[src/rtl/dir_queue_if.sv]
// dir_queue_if: command/status bundle for the snake direction queue.
//   master: drives the button press pulses, move_tick and clear; observes status.
//   slave : the dir_queue itself; consumes the commands and drives
//           dir, next_dir, count, empty, full and overflow.
interface dir_queue_if #(
  parameter int unsigned DEPTH = 4
);
  localparam int unsigned CW = $clog2(DEPTH + 1);

  logic          up_p;
  logic          down_p;
  logic          left_p;
  logic          right_p;
  logic          move_tick;
  logic          clear;
  logic [1:0]    dir;
  logic [1:0]    next_dir;
  logic [CW-1:0] count;
  logic          empty;
  logic          full;
  logic          overflow;

  modport master (
    output up_p, down_p, left_p, right_p, move_tick, clear,
    input  dir, next_dir, count, empty, full, overflow
  );

  modport slave (
    input  up_p, down_p, left_p, right_p, move_tick, clear,
    output dir, next_dir, count, empty, full, overflow
  );
endinterface

[src/rtl/dir_queue.sv]
// dir_queue: direction-command buffer for the snake game.
// Takes one-cycle press pulses (up > down > left > right priority), rejects
// repeats and reversals relative to the most recent queued turn (or the
// committed direction when nothing is queued), buffers up to DEPTH turns and
// commits one per move_tick.
// Ports:
//   clk   - system clock, rising edge
//   nrst  - asynchronous active-low reset
//   bus   - dir_queue_if slave: press pulses, move_tick, clear in;
//           dir (registered), next_dir, count, empty, full, overflow (sticky) out
module dir_queue #(
  parameter int unsigned DEPTH    = 4,
  parameter logic [1:0]  INIT_DIR = 2'b11
) (
  input logic        clk,
  input logic        nrst,
  dir_queue_if.slave bus
);
  localparam int unsigned PW = $clog2(DEPTH);
  localparam int unsigned CW = $clog2(DEPTH + 1);

  typedef enum logic [1:0] {
    UP    = 2'b00,
    DOWN  = 2'b01,
    LEFT  = 2'b10,
    RIGHT = 2'b11
  } dir_t;

  logic [1:0]    mem [DEPTH];
  logic [PW-1:0] rd_ptr;
  logic [PW-1:0] wr_ptr;
  logic [CW-1:0] cnt;
  logic [1:0]    dir_q;
  logic          ovf;

  logic          is_empty;
  logic          is_full;
  logic          cand_vld;
  dir_t          cand;
  logic [1:0]    tail;
  logic [1:0]    ref_dir;
  logic          legal;
  logic          pop;
  logic          push;
  logic          drop;

  always_comb begin
    is_empty = (cnt == '0);
    is_full  = (cnt == CW'(DEPTH));
    // Most recently enqueued entry sits one slot behind the write pointer.
    tail     = mem[wr_ptr - PW'(1)];
    ref_dir  = is_empty ? dir_q : tail;

    cand_vld = 1'b1;
    cand     = RIGHT;
    if (bus.up_p)          cand = UP;
    else if (bus.down_p)   cand = DOWN;
    else if (bus.left_p)   cand = LEFT;
    else if (bus.right_p)  cand = RIGHT;
    else                   cand_vld = 1'b0;

    // Opposite direction differs only in bit 0.
    legal = cand_vld
          && (2'(cand) != ref_dir)
          && (2'(cand) != {ref_dir[1], ~ref_dir[0]});

    pop  = bus.move_tick && !is_empty;
    // A pop in the same cycle frees a slot, so a full queue still accepts.
    push = legal && (!is_full || pop);
    drop = legal && is_full && !pop;
  end

  always_ff @(posedge clk or negedge nrst) begin
    if (!nrst) begin
      rd_ptr <= '0;
      wr_ptr <= '0;
      cnt    <= '0;
      dir_q  <= INIT_DIR;
      ovf    <= 1'b0;
    end else if (bus.clear) begin
      rd_ptr <= '0;
      wr_ptr <= '0;
      cnt    <= '0;
      dir_q  <= INIT_DIR;
      ovf    <= 1'b0;
    end else begin
      if (pop) begin
        dir_q  <= mem[rd_ptr];
        rd_ptr <= rd_ptr + PW'(1);
      end
      if (push) begin
        wr_ptr <= wr_ptr + PW'(1);
      end
      if (push && !pop) begin
        cnt <= cnt + CW'(1);
      end else if (pop && !push) begin
        cnt <= cnt - CW'(1);
      end
      if (drop) begin
        ovf <= 1'b1;
      end
    end
  end

  // Storage needs no reset: slots are only read when count says they are valid.
  always_ff @(posedge clk) begin
    if (push && !bus.clear) begin
      mem[wr_ptr] <= 2'(cand);
    end
  end

  always_comb begin
    bus.dir      = dir_q;
    bus.next_dir = is_empty ? dir_q : mem[rd_ptr];
    bus.count    = cnt;
    bus.empty    = is_empty;
    bus.full     = is_full;
    bus.overflow = ovf;
  end
endmodule
[src/flat_wrapper.sv]
// flat-port wrapper written by rule: the top's interface ports become plain ports
module dir_queue_flat 
#(
  parameter int unsigned DEPTH    = 4,
  parameter logic [1:0]  INIT_DIR = 2'b11
)
  (clk, nrst, bus_up_p, bus_down_p, bus_left_p, bus_right_p, bus_move_tick, bus_clear, bus_dir, bus_next_dir, bus_count, bus_empty, bus_full, bus_overflow);
  dir_queue_if #(.DEPTH(DEPTH)) bus_i ();
  input logic clk;
  input logic nrst;
  input wire logic [$bits(bus_i.up_p)-1:0] bus_up_p;
  input wire logic [$bits(bus_i.down_p)-1:0] bus_down_p;
  input wire logic [$bits(bus_i.left_p)-1:0] bus_left_p;
  input wire logic [$bits(bus_i.right_p)-1:0] bus_right_p;
  input wire logic [$bits(bus_i.move_tick)-1:0] bus_move_tick;
  input wire logic [$bits(bus_i.clear)-1:0] bus_clear;
  output wire logic [$bits(bus_i.dir)-1:0] bus_dir;
  output wire logic [$bits(bus_i.next_dir)-1:0] bus_next_dir;
  output wire logic [$bits(bus_i.count)-1:0] bus_count;
  output wire logic [$bits(bus_i.empty)-1:0] bus_empty;
  output wire logic [$bits(bus_i.full)-1:0] bus_full;
  output wire logic [$bits(bus_i.overflow)-1:0] bus_overflow;
  assign bus_i.up_p = bus_up_p;
  assign bus_i.down_p = bus_down_p;
  assign bus_i.left_p = bus_left_p;
  assign bus_i.right_p = bus_right_p;
  assign bus_i.move_tick = bus_move_tick;
  assign bus_i.clear = bus_clear;
  assign bus_dir = bus_i.dir;
  assign bus_next_dir = bus_i.next_dir;
  assign bus_count = bus_i.count;
  assign bus_empty = bus_i.empty;
  assign bus_full = bus_i.full;
  assign bus_overflow = bus_i.overflow;
  dir_queue #(.DEPTH(DEPTH), .INIT_DIR(INIT_DIR)) u_core (.clk(clk), .nrst(nrst), .bus(bus_i));
endmodule
[config.mk]
export PLATFORM = sky130hd
export DESIGN_NAME = dir_queue_flat
export DESIGN_NICKNAME = d
export VERILOG_FILES = /design/src/rtl/dir_queue_if.sv /design/src/rtl/dir_queue.sv /design/src/flat_wrapper.sv
export SDC_FILE = /design/constraint.sdc
export NUM_CORES = 1
export LEC_CHECK = 0
export BUFFER_PORTS_ARGS = -buffer_cell sky130_fd_sc_hd__buf_4
export CELL_PAD_IN_SITES_DETAIL_PLACEMENT = 0
export CELL_PAD_IN_SITES_GLOBAL_PLACEMENT = 1
export CORE_UTILIZATION = 42
export DETAILED_ROUTE_END_ITERATION = 7
export PLACE_DENSITY = 0.75
export SYNTH_ARGS = -nofsm -noshare
export SYNTH_HDL_FRONTEND = slang
export SYNTH_SLANG_ARGS = --single-unit
[constraint.sdc]
create_clock -name clk -period 3.4 [get_ports clk]
set_input_delay 0.34 -clock clk [delete_from_list [all_inputs] [get_ports clk]]
set_output_delay 0.34 -clock clk [all_outputs]
set_load 0.05 [all_outputs]
* After elaboration in Yosys (flattened, before gate mapping) *
Memory sizes are Yosys's and may differ from the RTL's.
Index checks and enable logic that the tools add are counted.
W data, S select, Z words.

operators by class
  equality and inequality tests = 3
  mux-type cells = 22
  reductions and logical operators = 20
  bitwise logic cells = 1
  add/sub/neg operators = 5

operator list
  kind                   number
  $mux W2                10
  $logic_and A1 B1 Y1    9
  $mux W1                9
  $mux W3                3
  $reduce_bool A2 Y1     3
  $logic_not A1 Y1       5
  $add A2 B1 Y2 const B  2
  $ne A2 B2 Y1           2
  $add A3 B1 Y3 const B  1
  $eq A3 B3 Y1 const B   1
  $logic_not A3 Y1       1
  $reduce_bool A3 Y1     1
  $sub A3 B1 Y3 const B  1
  $sub A2 B1 Y2 const B  1
  $logic_or A1 B1 Y1     1
  $not A1 Y1             1

word-level totals
  word-level logic and storage cells = 57
  bits in registers = 10
  input port bits = 8
  memories kept = 1
  bits in writable memories = 8

memories
  name        depth  width  read ports  clocked after Yosys merged registers in  write ports  RTL line         source
  u_core.mem  4      2      2           0                                        1            dir_queue.sv:29  logic [1:0] mem [DEPTH];

* Depth between registers and ports, before layout *
  depth in word-level cells = 12
  depth in mapped cells = 10
  mapped depth without buffers = 10

* Worst setup path after synthesis *
No wires, ideal clock.

  kind = reg-to-reg
  start = register u_core.wr_ptr[0]
  end = register u_core.cnt[2] (netlist: u_core.bus.count[2])
  stages on the path, launching flop included = 11
  buffers on the path = 0
  setup time = 0.125 ns
  data required time = 3.275 ns
  arrival time = 2.844 ns
  period minus slack after synthesis = 2.969 ns
  slack = 0.431 ns
  cell sequence = dfrtp_1 > inv_1 > ha_1 > mux4_2 > or3_1 > a211oi_1 > nand2b_1 > fa_1 > nor2_1 > a211o_1 > mux2_4

on the way
  word-level cells in the longest chain between the ends = 10
  elaborated cells between the ends (all ways) = 15
  those cells by class = add/sub (1); eq/ne (2); mux (3); bitwise (1); reduce/logical (7); memory (1)

RTL lines
  item                                                            RTL line                          source
  start, declared                                                 dir_queue.sv:31                   logic [PW-1:0] wr_ptr;
  start signal, assigned                                          dir_queue.sv:92                   wr_ptr <= wr_ptr + PW'(1);
  $sub A2 B1 Y2 *                                                 dir_queue.sv:51                   tail = mem[wr_ptr - PW'(1)];
  $mem_v2 Z4 W2 *                                                 --
  $mux W2 *                                                       dir_queue.sv:52                   ref_dir = is_empty ? dir_q : tail;
  $ne A2 B2 Y1 / $not A1 Y1 (equally long branches)               dir_queue.sv:64, dir_queue.sv:65
  $logic_and A1 B1 Y1 / $ne A2 B2 Y1 (equally long branches)      dir_queue.sv:64, dir_queue.sv:65
  $logic_and A1 B1 Y1 *                                           dir_queue.sv:65                   && (2'(cand) != {ref_dir[1], ~ref_dir[0]});
  $logic_and A1 B1 Y1 *                                           dir_queue.sv:69                   push = legal && (!is_full || pop);
  $logic_and A1 B1 Y1 / $logic_not A1 Y1 (equally long branches)  dir_queue.sv:94, dir_queue.sv:96
  $mux W3 / $logic_and A1 B1 Y1 (equally long branches)           dir_queue.sv:94, dir_queue.sv:96
  $mux W3 / $reduce_bool A3 Y1 (equally long branches)            --
  end signal, assigned                                            dir_queue.sv:95                   cnt <= cnt + CW'(1);
  end signal, assigned                                            dir_queue.sv:97                   cnt <= cnt - CW'(1);
  end, declared                                                   dir_queue.sv:32                   logic [CW-1:0] cnt;

Every way passes the cells marked *; elsewhere a longest branch is shown, timed or not.
A chain may end at the register's enable or synchronous reset.

* Final worst setup path *
Ends and elaborated chain as after synthesis.

==> flow_metrics.py <==
metrics = {
    "synth": {
        "synth_common_cells": "nand2_1, nor2_1, dfrtp_1, edfxtp_1, inv_1",
        "synth.most_common_cell": "nand2_1",
        "synth_cell_type_count": 38,
        "async_reset_ff_share_pct": 55.6,
        "synth_edf_count": 8,
        "netlist_area_sq_um": 1090,
        "yosysTopAreaCellShare_pct": 22.1,
        "synth-seq-cells": 18,
        "synth_nets": 118,
        "ys_seq_area_share_pct": 45.4,
        "syn_inst": 105,
        "synth-main-ff-cell": "edfxtp_1",
        "synth_area_leaders": "edfxtp_1, dfrtp_1, mux4_2, dfstp_2, nand2_1",
        "avgSynthCellArea_sq_um": 10.3,
        "synth_top_area_cell": "edfxtp_1",
        "yosys_warnings": 0,
    },
    "route": {
        "num_vias": 840,
        "wl_um": 2280,
        "dr.pass1.iters": 4,
        "wl_per_cell_um": 14.7,
        "antenna_left": 0,
        "routed.top_layer": "met4",
        "dr_wl_met2_um": 1140,
        "wl_met3_um": 77,
        "drc": 0,
        "routed_via_density": 5.42,
        "drt-met1-wl_um": 1020,
        "drt-initial-drc-count": 12,
    },
    "cells_and_area": {
        "finish.utilization_pct": 52.4,
        "drive_gt1_share_pct": 25.6,
        "area.growth.synth_to_final_pct": 18.5,
        "register_area_sq_um": 493,
        "final_area_sq_um": 1290,
        "fillerInstances": 237,
        "antenna_cells": 0,
        "nets": 139,
        "multi_input_area_sq_um": 556,
    },
    "pwr": {
        "powerDensity_nw_per_um2": 916,
        "p_clk_share_pct": 9.7,
        "p_int_mw": 0.601,
        "netSwitchingPower_mw": 0.578,
        "leakage_nw": 0.565,
        "combPwrFrac_pct": 61.1,
        "total_power_mw": 1.18,
        "switching_share_pct": 49.0,
        "ir_worst_vdd_uv": 598,
        "p_seq_share_pct": 29.2,
    },
    "clock_network": {
        "clockRootBuffer": "clkbuf_4",
        "clk_latency_ns": 0.31,
        "clk_pin_slew_ns": 0.11,
        "cts.sinks": 18,
        "numCtsBuffers": 3,
        "clk_path_buf_depth": 2,
        "tritoncts": "done",
        "h-tree-depth": 1,
    },
    "place": {
        "place_hpwl_um": 1750,
        "placed_area_sq_um": 1250,
        "place.gp.congestion": 0.860,
        "port-buffer-count": 17,
    },
    "worst_setup_path": {
        "cp.required_ns": 3.60,
        "critPathArrivalTime_ns": 3.37,
        "r2r_cells": 10,
        "worst-setup-path-type": "reg2reg",
        "critPathLaunchType": "flop",
        "worstSetupEndpointType": "flop",
        "cp_max_fo": 5,
    },
    "timing": {
        "relSlewSlack_pct": 58.2,
        "layout_min_cycle_time_ns": 3.16,
        "hold_ws_ns": 0.315,
        "rsz0062_at_grt": "false",
        "worstMarginPinSlew_ns": 0.625,
        "skew_ns": 0.00332,
        "slew_viol_final": 0,
        "fmax_mhz": 316,
        "timing.final.crit_share_pct": 93.0,
        "setup_viol": 0,
        "hold_viol_final": 0,
        "tns_ns": 0,
    },
    "die": {
        "initial_core_util_pct": 44.2,
        "die-area_sq_um": 2790,
        "die_h_um": 52.9,
        "core_area_sq_um": 2450,
        "io-pin-count": 18,
        "fp-row-count": 18,
        "fp.dieW_um": 52.9,
    },
    "status": {
        "status": "finished clean",
    },
    "global_route": {
        "grt_pass1_wl_um": 3550,
        "track_usage_pct": 18.7,
        "overflow": 0,
        "grt_max_degree": 18,
        "antenna_found_initial": 0,
        "grt_pass1_vias": 774,
    },
    "min_path": {
        "hold_depth": 2,
        "hold_class": "in2reg",
    },
    "run": {
        "maxCapViolations": 0,
    },
}
-- power by group through the flow --
| stage | sequential (mW) | combinational (mW) | clock (mW) |
|---|---|---|---|
| 6_report | 0.345 | 0.721 | 0.114 |
| 5_1_grt | 0.357 | 0.790 | 0.123 |
| 2_1_floorplan | 0.407 | 0.476 | 0 |
| 3_5_place_dp | 0.350 | 0.718 | 0 |
| 3_3_place_gp | 0.347 | 0.709 | 0 |
| 4_1_cts | 0.346 | 0.722 | 0.116 |
-- worst max-delay path, stage by stage (launching register included) --
cell and delay [ns]:
dfrtp_1 0.45, inv_1 0.11, ha_1 0.33, mux4_2 0.35, or3_1 0.42, a211oi_2 0.29, nand2b_1 0.18, fa_1 0.24
nor2_1 0.07, a211o_1 0.32, mux2_4 0.29
-- registers in the layout, summed over array words and instances, names as in the netlist --
name / count
u_core.wr_ptr: 2
u_core.mem: 8
u_core.rd_ptr: 2
u_core.bus.count: 3
u_core.bus.dir: 2
u_core.bus.overflow: 1
-- stage by stage --
step,std cells,worst slack [ns]
detailed placement,150,0.162
global route,155,0.0597
global placement,150,0.325
floorplan,105,0.431
CTS,155,0.160
finish,155,0.237
-- final cells by class --
class | count | area share, %
flip-flops and latches | 18 | 38.3
multi-input cells | 76 | 43.1
clock buffers | 3 | 1.75
clock inverters | 1 | 0.292
well taps | 30 | 2.92
inverters | 8 | 2.33
repair buffers | 19 | 11.3
-- logic make-up (layout without fill, tap and decap cells) --
logic type	count (synthesis)	count (layout)	synth area share (%)
adders and majority gates	5	5	6.45
muxes	6	6	9.45
xor gates and xnor gates	2	2	1.61
AOI/OAI and AO/OA	17	17	11.3
buffers and inverters	11	31	3.92
and+or+nand+nor	46	46	21.9
DFF	18	18	45.4
-- cells in the final DEF (no fill, tap or decap), drive strengths merged, types with 2 or more instances in the layout --
| cell type | n |
|---|---|
| dfrtp | 8 |
| buf | 18 |
| nor3 | 2 |
| edfxtp | 8 |
| nand2 | 14 |
| nand3b | 2 |
| a211o | 2 |
| and2 | 2 |
| a21oi | 4 |
| or3 | 2 |
| mux4 | 3 |
| nand3 | 3 |
| nor3b | 4 |
| mux2i | 2 |
| o41ai | 2 |
| ha | 4 |
| dfstp | 2 |
| nor2 | 11 |
| a211oi | 2 |
| o31ai | 3 |
| o21ai | 2 |
| clkbuf | 3 |
| inv | 8 |
-- what timing repair did --
action	4_1_cts	5_1_grt
gates resized for setup	0	1
setup endpoints to repair	0	1
endpoints found under the hold margin	8	0
buffers inserted	0	0
hold buffers	1	0
-- final timing paths --
kind | end | startpoint | slack [ns]
worst min register to register | u_core.bus.overflow | u_core.bus.overflow | 0.53
min in group asynchronous | u_core.wr_ptr[1] | nrst | 0.39
worst max-delay path | u_core.bus.count[2] | u_core.wr_ptr[0] | 0.24
max in group asynchronous | u_core.bus.dir[1] | nrst | 2.78
worst min-delay path | u_core.wr_ptr[1] | bus_clear | 0.32
worst max register to register | u_core.bus.count[2] | u_core.wr_ptr[0] | 0.24
-- routing by layer --
metal / vias to the layer above / global-route usage [%]
li1: 416 / -
met1: 408 / 22.9
met2: 11 / 31.2
met3: 5 / 4.31
met4: 0 / 7.89
met5: - / 0
No activity file was read; power rests on OpenSTA's default activity.
